## src/rtl/d4_pkg.sv

```systemverilog
// d4_pkg: shared widths, 16-QAM levels and PRBS defaults for the deliverable-4 transmit chain
package d4_pkg;
  localparam int SAM_W = 18;
  localparam int LFSR_W = 22;
  localparam int SAM_DIV_LOG2_DEF = 2;
  localparam int SPS_LOG2_DEF = 2;
  localparam int CNT_W_DEF = SAM_DIV_LOG2_DEF + SPS_LOG2_DEF;
  localparam logic [LFSR_W-1:0] LFSR_SEED_DEF = 22'h3FFFFF;
  localparam logic [SAM_W-1:0] LEVEL_P3 = 18'h18000;
  localparam logic [SAM_W-1:0] LEVEL_P1 = 18'h08000;
  localparam logic [SAM_W-1:0] LEVEL_M1 = 18'h38000;
  localparam logic [SAM_W-1:0] LEVEL_M3 = 18'h28000;
  typedef logic [SAM_W-1:0] sample_t;
  function automatic sample_t map_level(input logic [1:0] b);
    return b[1] ? (b[0] ? LEVEL_P1 : LEVEL_P3) : (b[0] ? LEVEL_M1 : LEVEL_M3);
  endfunction
endpackage

```

## src/rtl/d4_prbs22.sv

```systemverilog
// d4_prbs22: x^22+x^21+1 Fibonacci LFSR advanced on enable, low nibble exposed as the symbol tap
module d4_prbs22
  import d4_pkg::*;
#(
  parameter logic [LFSR_W-1:0] SEED = LFSR_SEED_DEF
) (
  input  logic       clk,
  input  logic       rst_n,
  input  logic       adv,
  output logic [3:0] sym
);
  logic [LFSR_W-1:0] lfsr;
  always_ff @(posedge clk or negedge rst_n)
    if (!rst_n) lfsr <= SEED;
    else if (adv) lfsr <= {lfsr[LFSR_W-2:0], lfsr[LFSR_W-1] ^ lfsr[LFSR_W-2]};
  assign sym = lfsr[3:0];
endmodule

```

## src/rtl/d4_qam_top.sv

```systemverilog
// d4_qam_top: clock divider, PRBS 16-QAM mapper and x4 upsampler; D4_SAMPLE_HOLD_EN selects zero-order hold over zero-stuffing
module d4_qam_top
  import d4_pkg::*;
#(
  parameter int SAM_DIV_LOG2 = SAM_DIV_LOG2_DEF,
  parameter int SPS_LOG2 = SPS_LOG2_DEF,
  parameter logic [LFSR_W-1:0] LFSR_SEED = LFSR_SEED_DEF
) (
  input  logic             clock_50,
  input  logic [3:0]       KEY,
  output logic             sam_clk,
  output logic             sym_clk,
  output logic [SAM_W-1:0] sam_i,
  output logic [SAM_W-1:0] sam_q,
  output logic [3:0]       sym_bits
);
  localparam int CNT_W = SAM_DIV_LOG2 + SPS_LOG2;
  logic rst_n, unused_key, sam_en, sym_en;
  logic [CNT_W-1:0] cnt;
  logic [3:0] tap;
  assign rst_n = KEY[3];
  assign unused_key = ^KEY[2:0];
  always_ff @(posedge clock_50 or negedge rst_n)
    if (!rst_n) cnt <= '0;
    else cnt <= cnt + 1'b1;
  assign sam_clk = cnt[SAM_DIV_LOG2-1];
  assign sym_clk = cnt[CNT_W-1];
  assign sam_en = &cnt[SAM_DIV_LOG2-1:0];
  assign sym_en = &cnt;
  d4_prbs22 #(.SEED(LFSR_SEED)) u_prbs (
    .clk  (clock_50),
    .rst_n(rst_n),
    .adv  (sym_en),
    .sym  (tap)
  );
  always_ff @(posedge clock_50 or negedge rst_n)
    if (!rst_n) begin
      sym_bits <= '0;
      sam_i <= '0;
      sam_q <= '0;
    end else if (sym_en) begin
      sym_bits <= tap;
      sam_i <= map_level(tap[1:0]);
      sam_q <= map_level(tap[3:2]);
    end
`ifndef D4_SAMPLE_HOLD_EN
    else if (sam_en) begin
      sam_i <= '0;
      sam_q <= '0;
    end
`endif
endmodule

```

## config.mk

```make
export PLATFORM = sky130hd
export DESIGN_NAME = d4_qam_top
export DESIGN_NICKNAME = d
export VERILOG_FILES = /design/src/rtl/d4_pkg.sv /design/src/rtl/d4_prbs22.sv /design/src/rtl/d4_qam_top.sv
export SDC_FILE = /design/constraint.sdc
export NUM_CORES = 1
export LEC_CHECK = 0
export ABC_AREA = 0
export CORE_UTILIZATION = 50
export CTS_CLUSTER_SIZE = 28
export DETAILED_ROUTE_END_ITERATION = 8
export DONT_BUFFER_PORTS = 1
export PLACE_DENSITY = 0.75
export REMOVE_ABC_BUFFERS = 1
export SETUP_SLACK_MARGIN = 0.15
export SLEW_MARGIN = 20
export SYNTH_ARGS = -nofsm -noshare
export SYNTH_HDL_FRONTEND = slang
export SYNTH_SLANG_ARGS = --single-unit
```

## constraint.sdc

```tcl
create_clock -name clock_50 -period 2.05 [get_ports clock_50]
set_input_delay 0.41 -clock clock_50 [delete_from_list [all_inputs] [get_ports clock_50]]
set_output_delay 0.41 -clock clock_50 [all_outputs]
set_load 0.01 [all_outputs]
```

==> flow_summary.json, run 1 <==
{
  "slew_violations": 0,
  "synth_area_leader_cell": "dfstp_2",
  "setup_slack_ps": 465,
  "met1_usage_pct": 16.6,
  "antenna_cells": 0,
  "crit_path_end_kind": "flip-flop",
  "reg2reg_to": "sym_bits[1]",
  "fin_skew_ps": 6.52,
  "nets": 129,
  "use_met2_pct": 22.9,
  "r2r_start": "cnt[1]",
  "status": "completed",
  "grt_max_degree": 36,
  "synthAdderAreaFrac_pct": 0.766,
  "yosysMostFrequentCell": "buf_4",
  "layout-drive-gt1-share_pct": 47.6,
  "rsz0062_at_grt": "no",
  "area_growth_pct": 0.613,
  "final.min_clock_period_ps": 1580,
  "synthArstFlopShare_pct": 100,
  "track_usage_pct": 14.9,
  "drt.antenna.violating_nets": 0,
  "use_met3_pct": 7.21,
  "final_cells": 168,
  "cts_made_buffers": 5,
  "place_area_mm2": 0.00154,
  "io_pins": 47,
  "top_usage_layer": "met2",
  "hold_path_class": "flip-flop to flip-flop",
  "leakage_nw": 0.802,
  "die_area_mm2": 0.00350,
  "cellPowerDensity_mw_per_mm2": 700,
  "p_int_w": 0.000899,
  "yosys.area.top_type_share_pct": 35.4,
  "pwr-share-clk_pct": 36.0,
  "p_sw_share_pct": 21.8,
  "vias": 743,
  "die_h_um": 59.1,
  "min_to": "cnt[0]",
  "hold_viol_final": 0,
  "grt.overflow.total": 0,
  "period_share_pct": 77.3,
  "peakVddDrop_v": 0.000344,
  "wl_per_cell_um": 12.5,
  "crit_start": "cnt[1]",
  "synthMuxAreaShare_pct": 19.5,
  "hpwl_um": 1370,
  "min-delay-start": "cnt[0]",
  "crit_chain": "ha_1 > nand3_2 > buf_4 > mux2_2",
  "root_buffer": "clkbuf_4",
  "tns_ps": 0,
  "cp-start-kind": "flip-flop",
  "synth_compound_area_share_pct": 1.69,
  "slowest_stage": "dfrtp_1",
  "grt_pass1_wl_um": 3490,
  "synth-simple-area-share_pct": 1.99,
  "setup_violations": 0,
  "fmax_mhz": 631,
  "hold_depth": 1,
  "synth_area_leaders": "dfstp_2 (35%), dfrtp_1 (20%), buf_4 (15%)",
  "place_congestion": 0.681,
  "clock_latency_ps": 330,
  "initial_core_util_pct": 53.0,
  "yosys_warnings": 0,
  "seq_area_frac_synth_pct": 55.3,
  "synth_area_per_cell_um2": 13.8,
  "synth_area_mm2": 0.00163,
  "pwr-share-seq_pct": 60.2,
  "ff2ff_path_depth": 4,
  "crit_required_ps": 2270,
  "design_area_mm2": 0.00164,
  "numClockSinks": 35,
  "vias_per_cell": 4.42,
  "ys_seq_elements": 35,
  "cp_max_fo": 14,
  "port_buffers": 0,
  "synth-xor-area-share_pct": 2.68,
  "drc": 0,
  "clkTransAtPathRegs_ps": 100,
  "synth_common_cells": "buf_4 (32), dfstp_2 (22), mux2_2 (19)",
  "cts_tree": "yes",
  "rrSetupSlack_ps": 470,
  "p_sw_w": 0.000250,
  "htree_num_levels": 2,
  "synth-edff-count": 0,
  "p_comb_share_pct": 3.8,
  "path_class": "flip-flop to flip-flop",
  "place_ws_ps": 475,
  "dp_cells": 158,
  "drtIter0Drc": 4,
  "die_width_um": 59.1,
  "drtPass1Iterations": 4,
  "rows": 20,
  "synth_top_family_by_area": "multiplexers",
  "power_w": 0.00115,
  "post-cts-setup-buffers": 0,
  "synthFlopType": "dfstp_2",
  "coreArea_mm2": 0.00308,
  "synth_cells": 118,
  "antenna_found_initial": 0,
  "cts.repair.resized": 0,
  "grt_pass1_vias": 753,
  "totalWireLength_um": 2100,
  "arrival_ps": 1810,
  "max_cap_viol_count": 0,
  "clock_path_buffers": 2,
  "yosysUniqueCellTypes": 17,
  "critPathMaxStageDelay_ps": 440
}
-- cells by family (layout without fill, tap and decap cells) --
| logic type | count (synthesis) | in the layout |
|---|---|---|
| multiplexers | 26 | 26 |
| flip-flops | 35 | 35 |
| other | 1 | 30 |
| XOR/XNOR | 5 | 5 |
| AND/OR/NAND/NOR | 4 | 4 |
| buffers and inverters | 41 | 18 |
| AO/OA/AOI/OAI | 5 | 5 |
| adder cells (fa/ha/maj) | 1 | 1 |
-- cells in the final DEF (no fill, tap or decap) --
cell type	Yosys	routed
inv_1	6	6
dfstp_2	22	22
o21ai_0	3	3
clkbuf_4	0	5
mux2_2	19	19
o22ai_1	2	2
ha_1	1	1
clkbuf_1	0	1
xnor2_1	3	3
xor2_1	2	2
buf_12	0	1
dlygate4sd3_1	0	1
conb_1	1	30
dfrtp_1	13	13
mux2_4	7	7
nand4b_1	2	2
nand3_2	1	1
clkbuf_8	0	2
nand3_1	1	1
buf_4	32	2
-- area by class of cell --
| cell class | instances | area, µm² |
|---|---|---|
| Sequential cell | 35 | 903 |
| Multi-Input combinational cell | 71 | 548 |
| Clock buffer | 8 | 68.8 |
| Fill cell | 262 | 1440 |
| Tap cell | 44 | 55.1 |
| Inverter | 6 | 22.5 |
| Timing Repair Buffer | 4 | 45.0 |
-- what timing repair did --
item,CTS,global route
endpoints found under the hold margin,35,0
hold buffers,2,0
endpoints found under the setup margin,0,0
-- flip-flops by register name, indices dropped and copies added, names as in the netlist --
signal	cells
cnt	4
sam_i	3
sam_q	2
sym_bits	4
u_prbs.lfsr	22
-- worst max-delay path by stage --
| stage | to | slack [ps] | cells after the start |
|---|---|---|---|
| floorplan | sym_bits[2] | 260 | 3 |
| global placement | sym_bits[1] | 500 | 4 |
| detailed placement | sym_bits[1] | 480 | 4 |
| CTS | sym_bits[1] | 460 | 4 |
| global route | sym_bits[3] | 380 | 4 |
| finish | sym_bits[1] | 470 | 4 |
-- per-layer routing --
metal,vias up,share of wire [%]
met3,5,6.6
met2,35,48
met1,368,44
met5,-,0
met4,0,2.2
li1,335,-
-- worst max-delay path, delay by kind of cell (launching register included) --
family,cells,cell delay (ps)
simple gates,1,110
mux,1,350
flops,1,440
buf+inv,1,230
fa+ha+maj,1,330
-- power by group through the flow --
stage	sequential [W]	clock [W]	combinational [W]
CTS	0.000693	0.000432	0.0000428
global route	0.000693	0.000463	0.0000515
global placement	0.000704	0	0.0000237
floorplan	0.000704	0	0.0000237
detailed placement	0.000704	0	0.0000237
finish	0.000692	0.000414	0.0000433
-- through the flow --
stage	util [%]	hold slack [ps]
2_1_floorplan	-	114
3_3_place_gp	50.2	115
3_5_place_dp	50.2	115
4_1_cts	53.4	466
5_1_grt	53.4	501
6_report	53.4	460
No activity file was read; power rests on OpenSTA's default activity.
==> inputs of run 2 (changes only) <==
--- a/config.mk
+++ b/config.mk
@@ -5,12 +5,12 @@
 export SDC_FILE = /design/constraint.sdc
 export NUM_CORES = 1
 export LEC_CHECK = 0
-export ABC_AREA = 0
+export ABC_AREA = 1
 export CORE_UTILIZATION = 50
 export CTS_CLUSTER_SIZE = 28
 export DETAILED_ROUTE_END_ITERATION = 8
 export DONT_BUFFER_PORTS = 1
-export PLACE_DENSITY = 0.75
+export PLACE_DENSITY = 0.78
 export REMOVE_ABC_BUFFERS = 1
 export SETUP_SLACK_MARGIN = 0.15
 export SLEW_MARGIN = 20
==> constraint.sdc (replaced) <==
create_clock -name clock_50 -period 1.3 [get_ports clock_50]
set_input_delay 0.26 -clock clock_50 [delete_from_list [all_inputs] [get_ports clock_50]]
set_output_delay 0.26 -clock clock_50 [all_outputs]
set_load 0.01 [all_outputs]
==> run 2 against run 1 <==
Against the previous run:
- non-clock buffer count is 8 higher
- power rose by 58%
- sequential share of layout area down 3.4 points
==> flow_summary.json, run 2 <==
{
  "cp_max_fo": 3,
  "final_cell_mix": "nand2_1 (79), conb_1 (30), dfstp_2 (22), dfrtp_1 (13), inv_1 (8)",
  "place_ws_ps": 29.3,
  "vias_per_cell": 4.39,
  "synth-edff-count": 0,
  "ys_seq_elements": 35,
  "slew_violations": 0,
  "final_common_cell": "nand2_1",
  "synth_area_per_cell_um2": 9.14,
  "numClockSinks": 35,
  "design_area_mm2": 0.00175,
  "rsz0062_at_grt": "yes",
  "period_share_pct": 90.2,
  "initial_core_util_pct": 53.2,
  "largest_reg_flops": 22,
  "cp_num_buf_inv": 1,
  "leakage_nw": 0.859,
  "synthMuxAreaShare_pct": 0,
  "setup_violations": 0,
  "reg_top3": "u_prbs.lfsr (22), cnt (4), sym_bits (4)",
  "synth_common_cells": "nand2_1 (81), buf_4 (31), dfstp_2 (22)",
  "yosysMostFrequentCell": "nand2_1",
  "rrSetupSlack_ps": 180,
  "hold_viol_final": 0,
  "antenna_found_initial": 0,
  "clock_latency_ps": 330,
  "yosys.area.top_type_share_pct": 35.3,
  "track_usage_pct": 15.9,
  "top_register": "u_prbs.lfsr",
  "max_cap_viol_count": 0,
  "arrival_ps": 910,
  "drt.antenna.violating_nets": 0,
  "synth-simple-area-share_pct": 19.9,
  "synthArstFlopShare_pct": 100,
  "synth_top_family_by_area": "simple AND/OR/NAND/NOR gates",
  "crit_required_ps": 1040,
  "grt_pass1_vias": 828,
  "clock_path_buffers": 2,
  "drtPass1Iterations": 4,
  "drtIter0Drc": 74,
  "yosysUniqueCellTypes": 16,
  "synth_area_leaders": "dfstp_2 (35%), dfrtp_1 (20%), nand2_1 (19%)",
  "synth_compound_area_share_pct": 3.82,
  "peakVddDrop_v": 0.000514,
  "drc": 0,
  "htree_num_levels": 2,
  "hold_path_class": "input pin to asynchronous set/reset pin",
  "vias": 1040,
  "final_cells": 237,
  "cts_made_buffers": 5,
  "seq_area_frac_synth_pct": 55.2,
  "rows": 20,
  "die_area_mm2": 0.00351,
  "clkTransAtPathRegs_ps": 100,
  "path_class": "flip-flop to primary output",
  "totalWireLength_um": 2490,
  "io_pins": 47,
  "synth_cells": 179,
  "fmax_mhz": 853,
  "final.min_clock_period_ps": 1170,
  "crit_path_end_kind": "primary output",
  "tns_ps": 0,
  "cts_tree": "yes",
  "dp_cells": 222,
  "synth_area_leader_cell": "dfstp_2",
  "fillers": 302,
  "layout-drive-gt1-share_pct": 25.9,
  "place_area_mm2": 0.00156,
  "setup_slack_ps": 128,
  "grt.overflow.total": 0,
  "port_buffers": 0,
  "nets": 198,
  "crit_chain": "buf_6",
  "place_congestion": 0.698,
  "grt_pass1_wl_um": 3950,
  "slowest_stage": "dfrtp_1",
  "die_h_um": 59.2,
  "fin_skew_ps": 2.52,
  "coreArea_mm2": 0.00308,
  "status": "completed",
  "yosys_warnings": 0,
  "hpwl_um": 1520,
  "root_buffer": "clkbuf_4",
  "synthFlopType": "dfstp_2",
  "cellPowerDensity_mw_per_mm2": 1040,
  "cp-start-kind": "flip-flop",
  "cp_top_family": "flip-flops",
  "synth-xor-area-share_pct": 0.535,
  "area_growth_pct": 7.03,
  "wl_per_cell_um": 10.5,
  "antenna_cells": 0,
  "critPathMaxStageDelay_ps": 430,
  "synth_area_mm2": 0.00164,
  "die_width_um": 59.2,
  "power_w": 0.00182,
  "grt_max_degree": 36,
  "synthAdderAreaFrac_pct": 0.765
}
run 2: repair_timing:
item | CTS | global route
hold endpoints to repair | 35 | 0
hold buffers | 2 | 0
setup buffers | 1 | 1
resized for setup | 7 | 15
setup endpoints to repair | 30 | 28
pin swaps | 1 | 1
cloned | 2 | 1
run 2: where the power goes:
group          switching, W  internal (W)  leakage (nW)
Sequential                0       0.00109         0.389
Clock              0.000343      0.000318        0.0386
Combinational     0.0000600    0.00000820         0.432
Total              0.000403       0.00142         0.859
run 2: layout make-up:
type | instances | area [µm²] | area share (%)
Inverter | 10 | 42.5 | 2.43
Timing Repair Buffer | 12 | 121 | 6.93
Sequential cell | 35 | 903 | 51.6
Clock buffer | 8 | 68.8 | 3.93
Multi-Input combinational cell | 128 | 561 | 32.0
Tap cell | 44 | 55.1 | 3.14
run 2: routing by layer:
metal  share of wire (%)  up-vias  wire [µm]  GRT usage (%)
li1                    -      515          -              -
met5                   0        -          0              0
met2                  48       34       1200           22.6
met4                 2.0        0         49           7.14
met1                  43      484       1080           20.7
met3                 6.4        7        159           6.99
run 2: stage by stage:
step | utilization, % | hold slack [ps]
final | 56.9 | 374
after global routing | 56.9 | 368
after CTS | 55.8 | 347
after detailed placement | 50.8 | -34.7
after global placement | 50.8 | -35.0
after floorplan | - | -35.6
run 2: cell families after synthesis:
logic type / count (synthesis)
adders and majority gates: 1
xor gates and xnor gates: 1
buffers and inverters: 46
other: 1
AOI/OAI and AO/OA: 11
and+or+nand+nor: 84
DFF: 35
run 2: worst paths after layout:
path	depth (start not counted)	from	to
setup / recovery	1	cnt[1]	sam_clk
hold / removal	2	KEY[3]	cnt[3]
setup reg to reg	5	cnt[1]	u_prbs.lfsr[3]
hold reg to reg	2	u_prbs.lfsr[8]	u_prbs.lfsr[9]
max in group asynchronous	2	KEY[3]	u_prbs.lfsr[15]
min in group clock_50	2	u_prbs.lfsr[8]	u_prbs.lfsr[9]
==> inputs of run 3 (changes only) <==
--- a/config.mk
+++ b/config.mk
@@ -6,11 +6,12 @@
 export NUM_CORES = 1
 export LEC_CHECK = 0
 export ABC_AREA = 1
-export CORE_UTILIZATION = 50
+export BUFFER_PORTS_ARGS = -buffer_cell sky130_fd_sc_hd__buf_2
+export CORE_ASPECT_RATIO = 1.75
+export CORE_UTILIZATION = 46
 export CTS_CLUSTER_SIZE = 28
 export DETAILED_ROUTE_END_ITERATION = 8
-export DONT_BUFFER_PORTS = 1
-export PLACE_DENSITY = 0.78
+export PLACE_DENSITY = 0.85
 export REMOVE_ABC_BUFFERS = 1
 export SETUP_SLACK_MARGIN = 0.15
 export SLEW_MARGIN = 20
==> run 3 against run 2 <==
Against the previous run:
- power is 7.1% higher
- clock power is 20% higher
- critical path depth stayed put
- register-to-register slack hardly changed
- via count is 1.4% higher
- critical path type unchanged
- largest cell class unchanged
- highest routed layer unchanged
==> flow_summary.json, run 3 (synthesized netlist as in run 2, its figures left out) <==
{
  "status": "completed",
  "vias": 1055,
  "pwr-share-clk_pct": 40.5,
  "crit_path_end_kind": "primary output",
  "cp_max_fo": 3,
  "cp.depth": 1,
  "initial_core_util_pct": 48.2,
  "critPathMaxStageDelay_ps": 420,
  "track_usage_pct": 14.5,
  "p_sw_share_pct": 21.7,
  "drtIter0Drc": 24,
  "antenna_found_initial": 0,
  "grt_pass1_wl_um": 3900,
  "cts_tree": "yes",
  "arrival_ps": 860,
  "clkTransAtPathRegs_ps": 70,
  "max_cap_viol_count": 0,
  "clock_path_buffers": 2,
  "fin_skew_ps": 6.96,
  "r2r_start": "cnt[1]",
  "place_ws_ps": -29.7,
  "rows": 28,
  "setup_violations": 0,
  "drtPass1Iterations": 4,
  "period_share_pct": 86.3,
  "drt.antenna.violating_nets": 0,
  "drc": 0,
  "peakVddDrop_v": 0.000578,
  "grt_pass1_vias": 984,
  "p_sw_w": 0.000423,
  "place_congestion": 0.724,
  "final_cell_mix": "nand2_1 (81), conb_1 (30), dfstp_2 (22), dfrtp_1 (12), buf_2 (12)",
  "nets": 208,
  "layout-drive-gt1-share_pct": 28.6,
  "hold_path_class": "input pin to asynchronous set/reset pin",
  "htree_num_levels": 2,
  "numClockSinks": 35,
  "port_buffers": 13,
  "fillers": 299,
  "p_comb_share_pct": 3.5,
  "rsz0062_at_grt": "yes",
  "pwr-share-seq_pct": 56.0,
  "final.min_clock_period_ps": 1120,
  "grt_max_degree": 20,
  "root_buffer": "clkbuf_8",
  "cp_num_buf_inv": 1,
  "grt.overflow.total": 0,
  "reg_top3": "u_prbs.lfsr (22), cnt (4), sym_bits (4)",
  "totalWireLength_um": 2250,
  "slew_violations": 0,
  "crit_chain": "buf_2",
  "wl_per_cell_um": 9.08,
  "reg2reg_to": "sym_bits[0]",
  "coreArea_mm2": 0.00340,
  "rrSetupSlack_ps": 190,
  "crit_start": "cnt[1]",
  "cts_made_buffers": 5,
  "cellPowerDensity_mw_per_mm2": 1080,
  "final_common_cell": "nand2_1",
  "leakage_nw": 0.913,
  "cp_top_family": "flip-flops",
  "path_class": "flip-flop to primary output",
  "largest_reg_flops": 22,
  "crit_required_ps": 1040,
  "hpwl_um": 1610,
  "die_width_um": 47.1,
  "top_register": "u_prbs.lfsr",
  "design_area_mm2": 0.00180,
  "slowest_stage": "dfrtp_1",
  "ff2ff_path_depth": 5,
  "die_area_mm2": 0.00381,
  "clock_latency_ps": 280,
  "setup_slack_ps": 178,
  "hold_viol_final": 0,
  "cp-start-kind": "flip-flop",
  "die_h_um": 80.9,
  "fmax_mhz": 891,
  "io_pins": 47,
  "area_growth_pct": 10.2,
  "vias_per_cell": 4.25,
  "antenna_cells": 0,
  "crit_end": "sam_clk",
  "place_area_mm2": 0.00164,
  "p_int_w": 0.00153
}
[run 3: cell count changes in the layout (fill, tap and decap cells not counted), moves of 3 or more]
cell,change
o21ai_0,+3
clkbuf_8,+4
buf_2,+11
clkbuf_4,-5
[run 3: power by group through the flow]
stage,logic [W],registers [W],clock network [W]
floorplan,0.0000374,0.00111,0
global placement,0.0000662,0.00111,0
detailed placement,0.0000667,0.00111,0
CTS,0.0000688,0.00109,0.000810
global route,0.0000815,0.00109,0.000850
finish,0.0000681,0.00109,0.000790
[run 3: final cells by class]
class / count / area [µm²] / area share, %
sequential: 35 / 905 / 50.2
multi-input combinational: 127 / 542 / 30.0
timing repair buffer: 23 / 169 / 9.37
clock buffer: 7 / 86.3 / 4.79
tap: 45 / 56.3 / 3.12
inverter: 10 / 40.0 / 2.22
clock inverter: 1 / 5.00 / 0.278
[run 3: worst min-delay path by stage]
| stage | depth (start not counted) | startpoint | to | slack (ps) |
|---|---|---|---|---|
| final | 2 | KEY[3] | sam_q[17] | 420 |
| after global routing | 2 | KEY[3] | sam_q[17] | 470 |
| after CTS | 2 | KEY[3] | sam_q[17] | 440 |
| after detailed placement | 1 | KEY[3] | sam_q[17] | 210 |
| after global placement | 1 | KEY[3] | sam_q[17] | 210 |
| after floorplan | 0 | KEY[3] | cnt[0] | -40 |
[run 3: repair_timing]
action	CTS	global route
hold buffers	1	0
resized for setup	6	7
endpoints found under the hold margin	11	0
buffers inserted	3	0
pin swaps	1	0
endpoints found under the setup margin	30	26
[run 3: per-stage QoR]
stage	power (W)	hold slack [ps]	instances	setup TNS [ps]	utilization (%)
final	0.00195	425	248	0	53.1
after global routing	0.00202	468	248	0	53.1
after CTS	0.00197	435	248	0	52.7
after detailed placement	0.00118	206	236	-171	48.3
after global placement	0.00118	206	236	0	48.3
after floorplan	0.00115	-35.6	172	-7310	-
[run 3: routing by layer]
layer | track usage (%) | vias up | wire length (µm)
li1 | - | 526 | -
met1 | 14.7 | 480 | 898
met2 | 24.9 | 44 | 1180
met3 | 4.67 | 5 | 115
met4 | 7.71 | 0 | 59
met5 | 0 | - | 0
